--- src/rtl/mem_pkg.sv ---
// mem_pkg: shared data-memory access encodings and arbiter state type.
package mem_pkg;
   localparam logic [1:0] ST_SB = 2'b00;
   localparam logic [1:0] ST_SH = 2'b01;
   localparam logic [1:0] ST_SW = 2'b10;
   localparam logic [2:0] LD_LB  = 3'b000;
   localparam logic [2:0] LD_LH  = 3'b001;
   localparam logic [2:0] LD_LW  = 3'b010;
   localparam logic [2:0] LD_LBU = 3'b011;
   localparam logic [2:0] LD_LHU = 3'b100;
   typedef enum logic {ARB_IDLE = 1'b0, ARB_RESP = 1'b1} arb_state_t;
endpackage

--- src/rtl/dmem_arbiter_if.sv ---
// dmem_arbiter_if: CPU port, DBG port and memory-side signals of the data-memory arbiter.
interface dmem_arbiter_if;
   logic        c_req, d_req, c_we, d_we;
   logic [1:0]  c_store_type, d_store_type;
   logic [2:0]  c_load_type, d_load_type;
   logic [11:0] c_addr, d_addr;
   logic [31:0] c_wdata, d_wdata;
   logic        c_gnt, d_gnt, c_rvalid, d_rvalid;
   logic [31:0] c_rdata, d_rdata;
   logic        m_write;
   logic [1:0]  m_store_type;
   logic [2:0]  m_load_type;
   logic [11:0] m_addr;
   logic [31:0] m_wdata, m_rdata;
   modport master (
      output c_req, d_req, c_we, d_we, c_store_type, d_store_type, c_load_type, d_load_type,
             c_addr, d_addr, c_wdata, d_wdata, m_rdata,
      input  c_gnt, d_gnt, c_rvalid, d_rvalid, c_rdata, d_rdata,
             m_write, m_store_type, m_load_type, m_addr, m_wdata
   );
   modport slave (
      input  c_req, d_req, c_we, d_we, c_store_type, d_store_type, c_load_type, d_load_type,
             c_addr, d_addr, c_wdata, d_wdata, m_rdata,
      output c_gnt, d_gnt, c_rvalid, d_rvalid, c_rdata, d_rdata,
             m_write, m_store_type, m_load_type, m_addr, m_wdata
   );
endinterface

--- src/rtl/dmem_arbiter.sv ---
// dmem_arbiter: CPU-priority arbiter with burst fairness in front of the
// single-port synchronous-read data memory; holds load address through the response cycle.
module dmem_arbiter
   import mem_pkg::*;
#(
   parameter int MAX_BURST = 4
) (
   input logic           clk,
   input logic           rst,
   dmem_arbiter_if.slave bus
);
   localparam logic [3:0] MB = 4'(MAX_BURST);
   arb_state_t  state, state_nxt;
   logic        own, idle, c_win, d_win, load_gnt;
   logic [3:0]  burst_cnt;
   logic [11:0] lat_addr;
   logic [2:0]  lat_lt;
   always_comb begin
      idle = rst && state == ARB_IDLE;
      c_win = idle && bus.c_req && (!bus.d_req || burst_cnt != MB);
      d_win = idle && bus.d_req && !c_win;
      load_gnt = (c_win && !bus.c_we) || (d_win && !bus.d_we);
      state_nxt = load_gnt ? ARB_RESP : ARB_IDLE;
      bus.c_gnt = c_win;
      bus.d_gnt = d_win;
      bus.m_write = (c_win && bus.c_we) || (d_win && bus.d_we);
      bus.m_addr = c_win ? bus.c_addr : d_win ? bus.d_addr : lat_addr;
      bus.m_load_type = c_win ? bus.c_load_type : d_win ? bus.d_load_type : lat_lt;
      bus.m_store_type = c_win ? bus.c_store_type : d_win ? bus.d_store_type : ST_SW;
      bus.m_wdata = c_win ? bus.c_wdata : d_win ? bus.d_wdata : 32'h0;
      bus.c_rvalid = rst && state == ARB_RESP && !own;
      bus.d_rvalid = rst && state == ARB_RESP && own;
      bus.c_rdata = bus.c_rvalid ? bus.m_rdata : 32'h0;
      bus.d_rdata = bus.d_rvalid ? bus.m_rdata : 32'h0;
   end
   always_ff @(posedge clk or negedge rst)
      if (!rst) state <= ARB_IDLE;
      else state <= state_nxt;
   // Latch keeps address and load type stable while the memory returns data.
   always_ff @(posedge clk or negedge rst)
      if (!rst) begin
         own <= 1'b0;
         lat_addr <= '0;
         lat_lt <= LD_LW;
         burst_cnt <= '0;
      end else begin
         if (load_gnt) begin
            own <= d_win;
            lat_addr <= bus.m_addr;
            lat_lt <= bus.m_load_type;
         end
         if (state == ARB_IDLE)
            burst_cnt <= (d_win || !bus.d_req) ? 4'd0 :
                         (c_win && burst_cnt != MB) ? burst_cnt + 4'd1 : burst_cnt;
      end
endmodule
--- src/flat_wrapper.sv ---
// flat-port wrapper written by rule: the top's interface ports become plain ports
module dmem_arbiter_flat import mem_pkg::*;
#(
   parameter int MAX_BURST = 4
)
  (clk, rst, bus_c_req, bus_d_req, bus_c_we, bus_d_we, bus_c_store_type, bus_d_store_type, bus_c_load_type, bus_d_load_type, bus_c_addr, bus_d_addr, bus_c_wdata, bus_d_wdata, bus_m_rdata, bus_c_gnt, bus_d_gnt, bus_c_rvalid, bus_d_rvalid, bus_c_rdata, bus_d_rdata, bus_m_write, bus_m_store_type, bus_m_load_type, bus_m_addr, bus_m_wdata);
  dmem_arbiter_if bus_i ();
  input logic clk;
  input logic rst;
  input wire logic [$bits(bus_i.c_req)-1:0] bus_c_req;
  input wire logic [$bits(bus_i.d_req)-1:0] bus_d_req;
  input wire logic [$bits(bus_i.c_we)-1:0] bus_c_we;
  input wire logic [$bits(bus_i.d_we)-1:0] bus_d_we;
  input wire logic [$bits(bus_i.c_store_type)-1:0] bus_c_store_type;
  input wire logic [$bits(bus_i.d_store_type)-1:0] bus_d_store_type;
  input wire logic [$bits(bus_i.c_load_type)-1:0] bus_c_load_type;
  input wire logic [$bits(bus_i.d_load_type)-1:0] bus_d_load_type;
  input wire logic [$bits(bus_i.c_addr)-1:0] bus_c_addr;
  input wire logic [$bits(bus_i.d_addr)-1:0] bus_d_addr;
  input wire logic [$bits(bus_i.c_wdata)-1:0] bus_c_wdata;
  input wire logic [$bits(bus_i.d_wdata)-1:0] bus_d_wdata;
  input wire logic [$bits(bus_i.m_rdata)-1:0] bus_m_rdata;
  output wire logic [$bits(bus_i.c_gnt)-1:0] bus_c_gnt;
  output wire logic [$bits(bus_i.d_gnt)-1:0] bus_d_gnt;
  output wire logic [$bits(bus_i.c_rvalid)-1:0] bus_c_rvalid;
  output wire logic [$bits(bus_i.d_rvalid)-1:0] bus_d_rvalid;
  output wire logic [$bits(bus_i.c_rdata)-1:0] bus_c_rdata;
  output wire logic [$bits(bus_i.d_rdata)-1:0] bus_d_rdata;
  output wire logic [$bits(bus_i.m_write)-1:0] bus_m_write;
  output wire logic [$bits(bus_i.m_store_type)-1:0] bus_m_store_type;
  output wire logic [$bits(bus_i.m_load_type)-1:0] bus_m_load_type;
  output wire logic [$bits(bus_i.m_addr)-1:0] bus_m_addr;
  output wire logic [$bits(bus_i.m_wdata)-1:0] bus_m_wdata;
  assign bus_i.c_req = bus_c_req;
  assign bus_i.d_req = bus_d_req;
  assign bus_i.c_we = bus_c_we;
  assign bus_i.d_we = bus_d_we;
  assign bus_i.c_store_type = bus_c_store_type;
  assign bus_i.d_store_type = bus_d_store_type;
  assign bus_i.c_load_type = bus_c_load_type;
  assign bus_i.d_load_type = bus_d_load_type;
  assign bus_i.c_addr = bus_c_addr;
  assign bus_i.d_addr = bus_d_addr;
  assign bus_i.c_wdata = bus_c_wdata;
  assign bus_i.d_wdata = bus_d_wdata;
  assign bus_i.m_rdata = bus_m_rdata;
  assign bus_c_gnt = bus_i.c_gnt;
  assign bus_d_gnt = bus_i.d_gnt;
  assign bus_c_rvalid = bus_i.c_rvalid;
  assign bus_d_rvalid = bus_i.d_rvalid;
  assign bus_c_rdata = bus_i.c_rdata;
  assign bus_d_rdata = bus_i.d_rdata;
  assign bus_m_write = bus_i.m_write;
  assign bus_m_store_type = bus_i.m_store_type;
  assign bus_m_load_type = bus_i.m_load_type;
  assign bus_m_addr = bus_i.m_addr;
  assign bus_m_wdata = bus_i.m_wdata;
  dmem_arbiter #(.MAX_BURST(MAX_BURST)) u_core (.clk(clk), .rst(rst), .bus(bus_i));
endmodule
--- config.mk ---
export PLATFORM = sky130hd
export DESIGN_NAME = dmem_arbiter_flat
export DESIGN_NICKNAME = d
export VERILOG_FILES = /design/src/rtl/mem_pkg.sv /design/src/rtl/dmem_arbiter_if.sv /design/src/rtl/dmem_arbiter.sv /design/src/flat_wrapper.sv
export SDC_FILE = /design/constraint.sdc
export NUM_CORES = 1
export LEC_CHECK = 0
export CORE_ASPECT_RATIO = 0.8
export CORE_MARGIN = 3
export CORE_UTILIZATION = 26
export CTS_CLUSTER_SIZE = 24
export DETAILED_ROUTE_END_ITERATION = 8
export GPL_TIMING_DRIVEN = 0
export PLACE_DENSITY_LB_ADDON = 0.3
export SLEW_MARGIN = 20
export SYNTH_ARGS = -nofsm -noshare
export SYNTH_HDL_FRONTEND = slang
export SYNTH_SLANG_ARGS = --single-unit
--- constraint.sdc ---
create_clock -name clk -period 2.5 [get_ports clk]
set_clock_uncertainty 0.2 [all_clocks]
set_input_delay 0.5 -clock clk [delete_from_list [all_inputs] [get_ports clk]]
set_output_delay 0.5 -clock clk [all_outputs]
set_load 0.02 [all_outputs]
* Word-level counts from Yosys, hierarchy flattened
Cells that the tools add are included.
Operators by class: add/subtract/negate cells 1, reduce and logical (&&, ||, !) cells 24, equality and inequality tests 1, bitwise operators 1, multiplexer cells 13
Operators by type and width (number):
- 2-to-1 mux 32 bit | 4
- 2-to-1 mux 12 bit | 2
- logical AND 1 bit | 13
- 2-to-1 mux 4 bit | 2
- 2-to-1 mux 3 bit | 2
- zero test 1 bit | 5
- adder 4 x 1 -> 4 bit, second input constant | 1
- logical OR 1 bit | 4
- 2-to-1 mux 2 bit | 2
- != test 4 x 3 -> 1 bit, second input constant | 1
- AND reduction 2 bit | 1
- nonzero test 2 bit | 1
- 2-to-1 mux 1 bit | 1
- inverter 1 bit | 1
Storage, ports and cells: register bits 21, word-level logic and storage cells 45, output and inout bits 118

* Depth between registers and ports, before layout
Gate-level depths: netlist of the first run.
word-level depth 9, mapped depth 10, gate-level depth less buffers 7

* Worst setup path after synthesis of the first run
No wires, ideal clock.
path type input to output, from input bus_d_req, to output bus_m_store_type[0], cell stages on the path 9, path slack -0.079 ns, data arrival time 1.879 ns, path through buf_6 and4b_4 or2_1 buf_6 inv_1 buf_2 buf_2 nand2_1 nand2_1
On the way: longest elaborated chain between the ends 7, elaborated cells on any way between the ends 8, classes of those cells 2 x mux; 6 x reduce/logical
Ends and longest elaborated chain:
- start: declaration | RTL line flat_wrapper.sv:11 | input wire logic [$bits(bus_i.d_req)-1:0] bus_d_req;
- zero test 1 bit * | RTL line dmem_arbiter.sv:20 | c_win = idle && bus.c_req && (!bus.d_req || burst_cnt != MB);
- logical OR 1 bit * | RTL line dmem_arbiter.sv:20
- logical AND 1 bit * | RTL line dmem_arbiter.sv:20
- net bus_c_gnt | RTL line flat_wrapper.sv:23 | output wire logic [$bits(bus_i.c_gnt)-1:0] bus_c_gnt;
- zero test 1 bit | RTL line dmem_arbiter.sv:21 | d_win = idle && bus.d_req && !c_win;
- logical AND 1 bit | RTL line dmem_arbiter.sv:21
- 2-to-1 mux 2 bit | RTL line dmem_arbiter.sv:29 | bus.m_store_type = c_win ? bus.c_store_type : d_win ? bus.d_store_type : ST_SW;
- 2-to-1 mux 2 bit * | RTL line dmem_arbiter.sv:29
- end: declaration | RTL line flat_wrapper.sv:30 | output wire logic [$bits(bus_i.m_store_type)-1:0] bus_m_store_type;
The timed path passes the listed nets; every way through them passes the cells marked *.

* Final worst setup path of the first run
from register u_core.burst_cnt[0], to output bus_m_wdata[15]
On the way: longest elaborated chain between the ends 7
Ends and longest elaborated chain:
- start: declaration | RTL line dmem_arbiter.sv:15 | logic [3:0] burst_cnt;
- start signal: assignment | RTL line dmem_arbiter.sv:53 | burst_cnt <= (d_win || !bus.d_req) ? 4'd0 :
- != test 4 x 3 -> 1 bit * | RTL line dmem_arbiter.sv:20
- logical OR 1 bit * | RTL line dmem_arbiter.sv:20
- logical AND 1 bit * | RTL line dmem_arbiter.sv:20
- zero test 1 bit | RTL line dmem_arbiter.sv:21
- logical AND 1 bit | RTL line dmem_arbiter.sv:21
- 2-to-1 mux 32 bit | RTL line dmem_arbiter.sv:30 | bus.m_wdata = c_win ? bus.c_wdata : d_win ? bus.d_wdata : 32'h0;
- 2-to-1 mux 32 bit * | RTL line dmem_arbiter.sv:30
- end: declaration | RTL line flat_wrapper.sv:33 | output wire logic [$bits(bus_i.m_wdata)-1:0] bus_m_wdata;
Every way passes the cells marked *; elsewhere a longest branch is shown, timed or not.

==> results of run 1 <==
report_power, final:
part	internal, uW	switching (uW)	leakage, uW	total, uW
logic	618	551	0.00277	1170
clock network	114	125	0.0000228	239
registers	391	18.2	0.000228	409
total	1120	694	0.00302	1820
worst paths after layout:
check | end | cells after the start | from | slack (ps)
min in group clk | u_core.burst_cnt[3] | 1 | u_core.burst_cnt[3] | 300
worst max register to register | u_core.lat_addr[3] | 11 | u_core.burst_cnt[0] | -30
max in group asynchronous | u_core.lat_lt[1] | 1 | rst | 1990
worst max-delay path | bus_m_wdata[15] | 12 | u_core.burst_cnt[0] | -270
worst min register to register | u_core.burst_cnt[3] | 1 | u_core.burst_cnt[3] | 300
worst min-delay path | u_core.lat_addr[4] | 1 | rst | -150
layer usage:
metal,wire [um],global-route usage (%),vias to the layer above
li1,-,-,1758
met1,4270,23.0,1651
met2,6600,42.9,185
met3,1180,6.76,26
met4,317,6.01,0
met5,0,0,-
timing repair:
action                                 4_1_cts  5_1_grt
endpoints found under the hold margin       20       20
gates cloned                                 7        0
setup buffers                               16        7
resized for setup                          487       81
setup endpoints to repair                  118       69
pin swaps                                   31       16
cell type report:
cell class	instances	area share (%)
repair buffers	280	48.2
inverters	21	1.46
multi-input cells	291	33.7
well taps	112	2.37
diodes	1	0.0424
flip-flops and latches	21	8.95
plain buffers	26	4.43
clock buffers	4	0.763
synth_stat cells (all sizes together) (2+ instances only):
cell	number	share of area, %
nand2	88	14
and2	64	17
nand3	37	7.9
inv	21	3.4
dfrtp	20	21
nor2	19	3.1
clkbuf	17	2.7
o21ai	17	3.6
a21oi	16	3.4
mux2i	16	6.9
o22ai	15	4.0
buf	13	3.9
nor3	3	0.64
and3	2	0.54
ha	2	1.1
critical path, stage by stage, from the launching register on:
cell     delay, ps
dfrtp_1        370
inv_1           60
ha_2           170
and4b_4        190
or2_1          210
buf_6          140
inv_8           60
buf_8          130
buf_12         110
buf_8          120
nand2_2         50
nand2_2         60
buf_6          110
sequential cells by signal (all words and copies together) (netlist names):
name and count:
u_core.burst_cnt 4, u_core.own 1, u_core.state 1, u_core.lat_lt 3, u_core.lat_addr 12
per-stage QoR:
stage | power, uW | setup WS (ps)
final | 1820 | -270
after global routing | 1910 | -336
after CTS | 1760 | -262
after detailed placement | 1370 | -1180
after global placement | 1360 | -2010
after floorplan | 849 | -16.4
cells by family (layout without fill, tap and decap cells):
logic type | after synthesis | count (layout)
AND/OR/NAND/NOR | 219 | 219
other | 0 | 1
AO/OA/AOI/OAI | 54 | 54
adder cells (fa/ha/maj) | 2 | 2
flip-flops | 21 | 21
multiplexers | 16 | 16
buffers and inverters | 51 | 331
==> impl_metrics.yaml, run 1 <==
status:
  status: "finished with violations"
  violations: "hold timing, setup timing"
floorplan:
  rows: 30
  die-height_um: 90.8
  die_x_um: 112
  core_area_sq_um: 8600
  dieArea_sq_um: 10200
  io_pins: 254
  initial_utilization_pct: 27.2
synth:
  synth_area_sq_um: 2340
  muxShareOfSynthArea_pct: 6.86
  synth-adder-area-share_pct: 1.07
  synth.avg_cell_area_sq_um: 6.44
  synth_nets: 501
  syn_inst: 363
  synth_edf_count: 0
  synth_compound_area_share_pct: 14.0
  ys.warnings.count: 0
  yosys.area_share.xor_xnor_pct: 0
  seq_area_frac_synth_pct: 22.5
  synthArstFlopShare_pct: 100
  synth_top_family_by_area: "simple AND/OR/NAND/NOR gates"
  synth_cell_type_count: 32
  synth-simple-area-share_pct: 45.5
  ys.flop_type: "dfrtp_1"
  ys_seq_elements: 21
sta:
  setup_tns_ps: -9960
  hold_viol: 20
  finalCritPeriodShare_pct: 111
  grt_setup_unrepaired: "true"
  fmax_mhz: 361
  worst_slack_ps: -270
  relSlewSlack_pct: 60.5
  min_period_ps: 2770
  slew_viol_final: 0
  timing.hold.ws_ps: -146
  worst_pin_slew_ps: 593
  setup_violations: 60
drt:
  viasPerCell: 4.79
  drt-wirelength-per-cell_um: 16.4
  drt-total-wl_mm: 12.4
  drc_errors: 0
  ant_nets: 0
  vias: 3620
  drtIter0Drc: 160
  drt-pass1-iter-count: 4
hold_path:
  hp-class: "input pin to asynchronous set/reset pin"
clocking:
  worstSkewPairLatency_ps: 270
  clock-sinks: 21
  clk_pin_slew_ps: 80
  cts_buffer_depth: 2
  numCtsBuffers: 3
  cts_tree: "done"
  cts_root_buf: "clkbuf_8"
  htree_levels: 1
cells_and_area:
  layout_commonest_cell: "clkdlybuf4s50_1"
  mostFrequentLayoutCells: "clkdlybuf4s50_1, and2_1, buf_6, dlygate4sd2_1, nand2_2"
  final_net_count: 782
  seq_area_sq_um: 528
  fin_area_sq_um: 5900
  fillers: 684
  final_core_util_pct: 68.6
  area_delta_synth_final_pct: 153
  fin_cells: 756
  layout-drive-gt1-share_pct: 33.0
  multi_input_area_sq_um: 1990
placement:
  dp_hpwl_mm: 9.39
  port_buffers: 252
  placed_area_sq_um: 5070
  dp.cells: 727
  gp_congestion: 0.965
global_route:
  grt_pass1_wl_mm: 18.5
  grt_overflow: 0
  grt_pass1_vias: 3687
  antenna_found_initial: 1
  grt_start_max_net_pins: 30
  grt_util_all_layers_pct: 22.2
power_and_ir_drop:
  ir_drop_mv: 0.190
  leakage_uw: 0.00302
  p_per_area_nw_per_um2: 308
critical_path:
  worstPathMaxFanout: 6
  critPathKind: "register to output port"
  cp_data_arrival_time_ps: 2070
  cp-start-kind: "register"
  crit_path_end_kind: "output port"
  crit_required_ps: 1800
run:
  drv_cap: 0
No activity file was read; power rests on OpenSTA's default activity.
==> run 2: changes to the inputs <==
Settings changed: SLEW_MARGIN 20 to 5.
==> impl_metrics.yaml, run 2 (same netlist as run 1, synthesis figures left out) <==
clocking:
  clock-sinks: 21
  cts_buffer_depth: 2
  cts_root_buf: "clkbuf_8"
  htree_levels: 1
  numCtsBuffers: 3
  worstSkewPairLatency_ps: 270
  cts_tree: "done"
  clk_pin_slew_ps: 80
status:
  violations: "setup timing"
  status: "finished with violations"
hold_path:
  hp-class: "register to register"
global_route:
  grt_pass1_vias: 3659
  grt_pass1_wl_mm: 18.6
  grt_util_all_layers_pct: 22.3
  antenna_found_initial: 1
  grt_start_max_net_pins: 30
  grt_overflow: 0
floorplan:
  rows: 30
  core_area_sq_um: 8600
  die_x_um: 112
  dieArea_sq_um: 10200
  die-height_um: 90.8
  io_pins: 254
  initial_utilization_pct: 27.2
sta:
  relSlewSlack_pct: 32.8
  worst_pin_slew_ps: 1000
  finalCritPeriodShare_pct: 110
  min_period_ps: 2760
  worst_slack_ps: -260
  grt_setup_unrepaired: "true"
  fmax_mhz: 362
  slew_viol_final: 0
  setup_violations: 51
  hold_viol: 0
cells_and_area:
  largestRegisters: "u_core.lat_addr x12, u_core.burst_cnt x4, u_core.lat_lt x3"
  top_register: "u_core.lat_addr"
  fin_cells: 758
  mostFrequentLayoutCells: "clkdlybuf4s50_1, and2_1, buf_6"
  area_delta_synth_final_pct: 152
  largest_reg_flops: 12
  layout-drive-gt1-share_pct: 34.4
  final_core_util_pct: 68.4
  final_net_count: 784
  layout_commonest_cell: "clkdlybuf4s50_1"
drt:
  viasPerCell: 4.82
  drt-met1-wl_mm: 4.54
  drt-total-wl_mm: 12.9
  ant_nets: 0
  drt-pass1-iter-count: 4
  drtIter0Drc: 179
  drt-wirelength-per-cell_um: 17.0
  met3WireLength_mm: 1.04
  top_layer: "met4"
  drc_errors: 0
  wl_met2_mm: 6.92
  vias: 3652
power_and_ir_drop:
  ir_drop_mv: 0.220
  p_per_area_nw_per_um2: 311
  leakage_uw: 0.00290
placement:
  dp_hpwl_mm: 9.35
  gp_congestion: 0.965
  port_buffers: 252
  dp.cells: 727
critical_path:
  slowest_delay_ps: 370
  cp_data_arrival_time_ps: 2060
  crit_slowest_cell: "dfrtp_1"
  crit_path_end_kind: "output port"
  crit_top_cell: "buf_6"
  cp-start-kind: "register"
  worstPathMaxFanout: 8
  crit_required_ps: 1800
  crit_chain: "inv_1 -> ha_2 -> and4b_4 -> or2_1 -> buf_6 -> inv_12 -> buf_12 -> clkbuf_16 -> nand2_1 -> nand2_2 -> buf_6"
  critPathKind: "register to output port"
run:
  drv_cap: 0
==> run 2: cell types whose count changed in the layout (fill, tap and decap cells not counted), moves of 2 or more <==
| cell | delta |
|---|---|
| dlygate4sd2_1 | -32 |
| clkdlybuf4s15_1 | +20 |
| clkbuf_2 | +13 |
| nand3_1 | +12 |
| nand3_2 | -11 |
| nand2_1 | -7 |
| nand2_2 | +6 |
| buf_8 | -5 |
| buf_6 | +4 |
| buf_2 | +3 |
| clkbuf_16 | +3 |
| clkbuf_1 | -2 |
| clkbuf_4 | -2 |
| dlygate4sd3_1 | +2 |
==> run 2: area by class of cell <==
| type | instances | area (sq um) |
|---|---|---|
| flip-flops and latches | 21 | 528 |
| well taps | 112 | 140 |
| plain buffers | 28 | 298 |
| inverters | 21 | 91.3 |
| diodes | 1 | 2.50 |
| multi-input cells | 291 | 1960 |
| clock buffers | 3 | 41.3 |
| repair buffers | 280 | 2810 |
| clock inverters | 1 | 5.00 |
| fillers | 698 | 2720 |
==> run 2: worst max-delay path, delay by kind of cell, from the launching register on <==
kind,cells,cell delay (ps)
DFF,1,370
and+or+nand+nor,4,540
buffers and inverters,6,710
adders and majority gates,1,170
==> run 2: path summary, 6_finish.rpt <==
| path | start | endpoint | slack, ps | cells after the start |
|---|---|---|---|---|
| setup / recovery | u_core.burst_cnt[0] | bus_m_wdata[29] | -260 | 11 |
| hold / removal | u_core.burst_cnt[3] | u_core.burst_cnt[3] | 310 | 1 |
| setup reg to reg | u_core.burst_cnt[0] | u_core.lat_addr[7] | 140 | 8 |
| hold reg to reg | u_core.burst_cnt[3] | u_core.burst_cnt[3] | 310 | 1 |
| max in group asynchronous | rst | u_core.state | 660 | 2 |
| min in group asynchronous | rst | u_core.lat_lt[1] | 580 | 2 |
==> run 2: power breakdown <==
part,switching [uW],internal (uW)
Clock,127,112
Sequential,17.3,391
Combinational,563,617
==> run 2: repair_timing <==
| item | in CTS | in global routing |
|---|---|---|
| resized for setup | 496 | 115 |
| hold endpoints to repair | 20 | 20 |
| cloned | 5 | 2 |
| endpoints found under the setup margin | 137 | 80 |
| pin swaps | 35 | 18 |
| buffers inserted | 13 | 7 |
==> run 2: layer usage <==
| metal | GRT usage [%] | vias to the layer above |
|---|---|---|
| li1 | - | 1761 |
| met1 | 23.0 | 1672 |
| met2 | 43.9 | 191 |
| met3 | 5.49 | 28 |
| met4 | 7.01 | 0 |
| met5 | 0 | - |
==> run 2: per-stage QoR <==
| stage | hold WS [ps] | TNS, ps | setup slack (ps) | total power [uW] | cell area, sq um |
|---|---|---|---|---|---|
| CTS | -142 | -9200 | -236 | 1730 | 5600 |
| floorplan | 4.41 | -146 | -16.4 | 849 | 2410 |
| global placement | 257 | -214160 | -2010 | 1360 | 5070 |
| detailed placement | 292 | -220840 | -2050 | 1370 | 5070 |
| finish | 311 | -11040 | -260 | 1830 | 5880 |
| global route | 319 | -13990 | -313 | 1920 | 5880 |
==> run 3: changes to the inputs <==
Settings changed: CORE_UTILIZATION 26 to 29.
Clock period 2.5 ns to 3.15 ns, I/O delays scaled along.
==> impl_metrics.yaml, run 3 (same netlist as run 1, synthesis figures left out) <==
status:
  status: "finished, final reports clean"
global_route:
  antenna_found_initial: 1
  grt_start_max_net_pins: 30
  grt_pass1_vias: 3444
  grt_pass1_wl_mm: 17.7
  grt_util_all_layers_pct: 24.0
  grt_overflow: 0
cells_and_area:
  area_delta_synth_final_pct: 114
  largestRegisters: "u_core.lat_addr x12, u_core.burst_cnt x4, u_core.lat_lt x3"
  final_net_count: 762
  mostFrequentLayoutCells: "clkdlybuf4s50_1, nand2_1, and2_1"
  largest_reg_flops: 12
  layout-drive-gt1-share_pct: 15.4
  layout_commonest_cell: "clkdlybuf4s50_1"
  top_register: "u_core.lat_addr"
  fin_area_sq_um: 4990
  final_core_util_pct: 65.6
  fillers: 675
  fin_cells: 729
clocking:
  clock-sinks: 21
  cts_hold_buf: 0
  numCtsBuffers: 3
  cts_buffer_depth: 2
  clk_pin_slew_ps: 80
  cts_root_buf: "clkbuf_8"
  cts_tree: "done"
  htree_levels: 1
  worstSkewPairLatency_ps: 270
drt:
  viasPerCell: 4.77
  drt-pass1-iter-count: 4
  drt-wirelength-per-cell_um: 16.0
  drtIter0Drc: 199
  drc_errors: 0
  drt-total-wl_mm: 11.6
  ant_nets: 0
  vias: 3478
floorplan:
  dieArea_sq_um: 9170
  core_area_sq_um: 7600
  initial_utilization_pct: 30.7
  io_pins: 254
  die-height_um: 86.3
  rows: 28
  die_x_um: 106
critical_path:
  slowest_delay_ps: 380
  cp.depth: 10
  worstPathMaxFanout: 10
  crit_chain: "inv_1 -> ha_1 -> and4b_4 -> or2_1 -> buf_6 -> inv_2 -> buf_4 -> nand2_1 -> nand2_1 -> clkdlybuf4s15_2"
  cp_num_buf_inv: 5
  cpLargestDelayFamily: "buffers and inverters"
  ff2ff_path_depth: 7
  critPathKind: "register to output port"
  crit_path_end_kind: "output port"
  crit_slowest_cell: "dfrtp_1"
  crit_top_cell: "nand2_1"
  cp_data_arrival_time_ps: 2200
  cp-start-kind: "register"
  crit_required_ps: 2320
sta:
  min_period_ps: 3030
  finalCritPeriodShare_pct: 96.1
  relSlewSlack_pct: 62.3
  worst_pin_slew_ps: 566
  setup_tns_ps: 0
  setup_violations: 0
  slew_viol_final: 0
  hold_viol: 0
  fmax_mhz: 330
  timing.hold.ws_ps: 5.05
run:
  drv_cap: 0
placement:
  gp_congestion: 0.821
  dp.cells: 720
  port_buffers: 252
  dp_hpwl_mm: 9.79
  placed_area_sq_um: 4990
power_and_ir_drop:
  leakage_uw: 0.00227
  p_per_area_nw_per_um2: 246
  ir_drop_mv: 0.188
hold_path:
  hp-class: "input pin to asynchronous set/reset pin"
## run 3: changes by cell type in the layout (fill, tap and decap cells not counted), sizes merged
cell | previous run | this run
clkdlybuf4s50 | 132 | 199
buf | 93 | 63
dlygate4sd2 | 22 | 1
clkdlybuf4s15 | 26 | 6
clkbuf | 31 | 21
dlymetal6s2s | 5 | 0
dlygate4sd3 | 2 | 0
clkinv | 1 | 0
## run 3: layer usage
metal | track usage (%) | up-vias | part of all wire [%]
met3 | 6.92 | 20 | 9.6
met2 | 46.5 | 173 | 52
met4 | 6.71 | 0 | 2.8
met1 | 25.5 | 1573 | 35
li1 | - | 1712 | -
met5 | 0 | - | 0
## run 3: area by class of cell
class                   instances  area, sq um  area share, %
diodes                          1         2.50         0.0502
plain buffers                  29          218           4.36
clock buffers                   4         45.0          0.903
inverters                      21         78.8           1.58
multi-input cells             291         1600           32.0
flip-flops and latches         21          527           10.6
well taps                     105          131           2.63
repair buffers                257         2390           47.9
## run 3: final timing paths
kind / to / startpoint / slack [ps]
worst max-delay path: bus_m_wdata[0] / u_core.burst_cnt[0] / 120
worst min-delay path: u_core.lat_addr[0] / rst / 5
worst max register to register: u_core.lat_addr[0] / u_core.burst_cnt[1] / 810
worst min register to register: u_core.burst_cnt[3] / u_core.burst_cnt[3] / 270
max in group asynchronous: u_core.lat_lt[1] / rst / 2470
min in group clk: u_core.burst_cnt[3] / u_core.burst_cnt[3] / 270
## run 3: power breakdown
group,internal [uW],switching (uW),leakage [uW]
registers,310,15.0,0.000229
logic,355,361,0.00202
clock network,90.4,93.4,0.0000228
total,755,470,0.00227
## run 3: per-stage QoR
| stage | setup slack [ps] | power [uW] |
|---|---|---|
| 3_3_place_gp | -1590 | 1060 |
| 6_report | 124 | 1230 |
| 2_1_floorplan | 311 | 660 |
| 5_1_grt | -1.83 | 1300 |
| 4_1_cts | 3.90 | 1230 |
| 3_5_place_dp | -1690 | 1080 |
## run 3: repair_timing
action,CTS,global route
pin swaps,1,0
endpoints found under the setup margin,137,81
resized for setup,270,16
cloned,0,0
endpoints found under the hold margin,0,0
buffers inserted,3,2
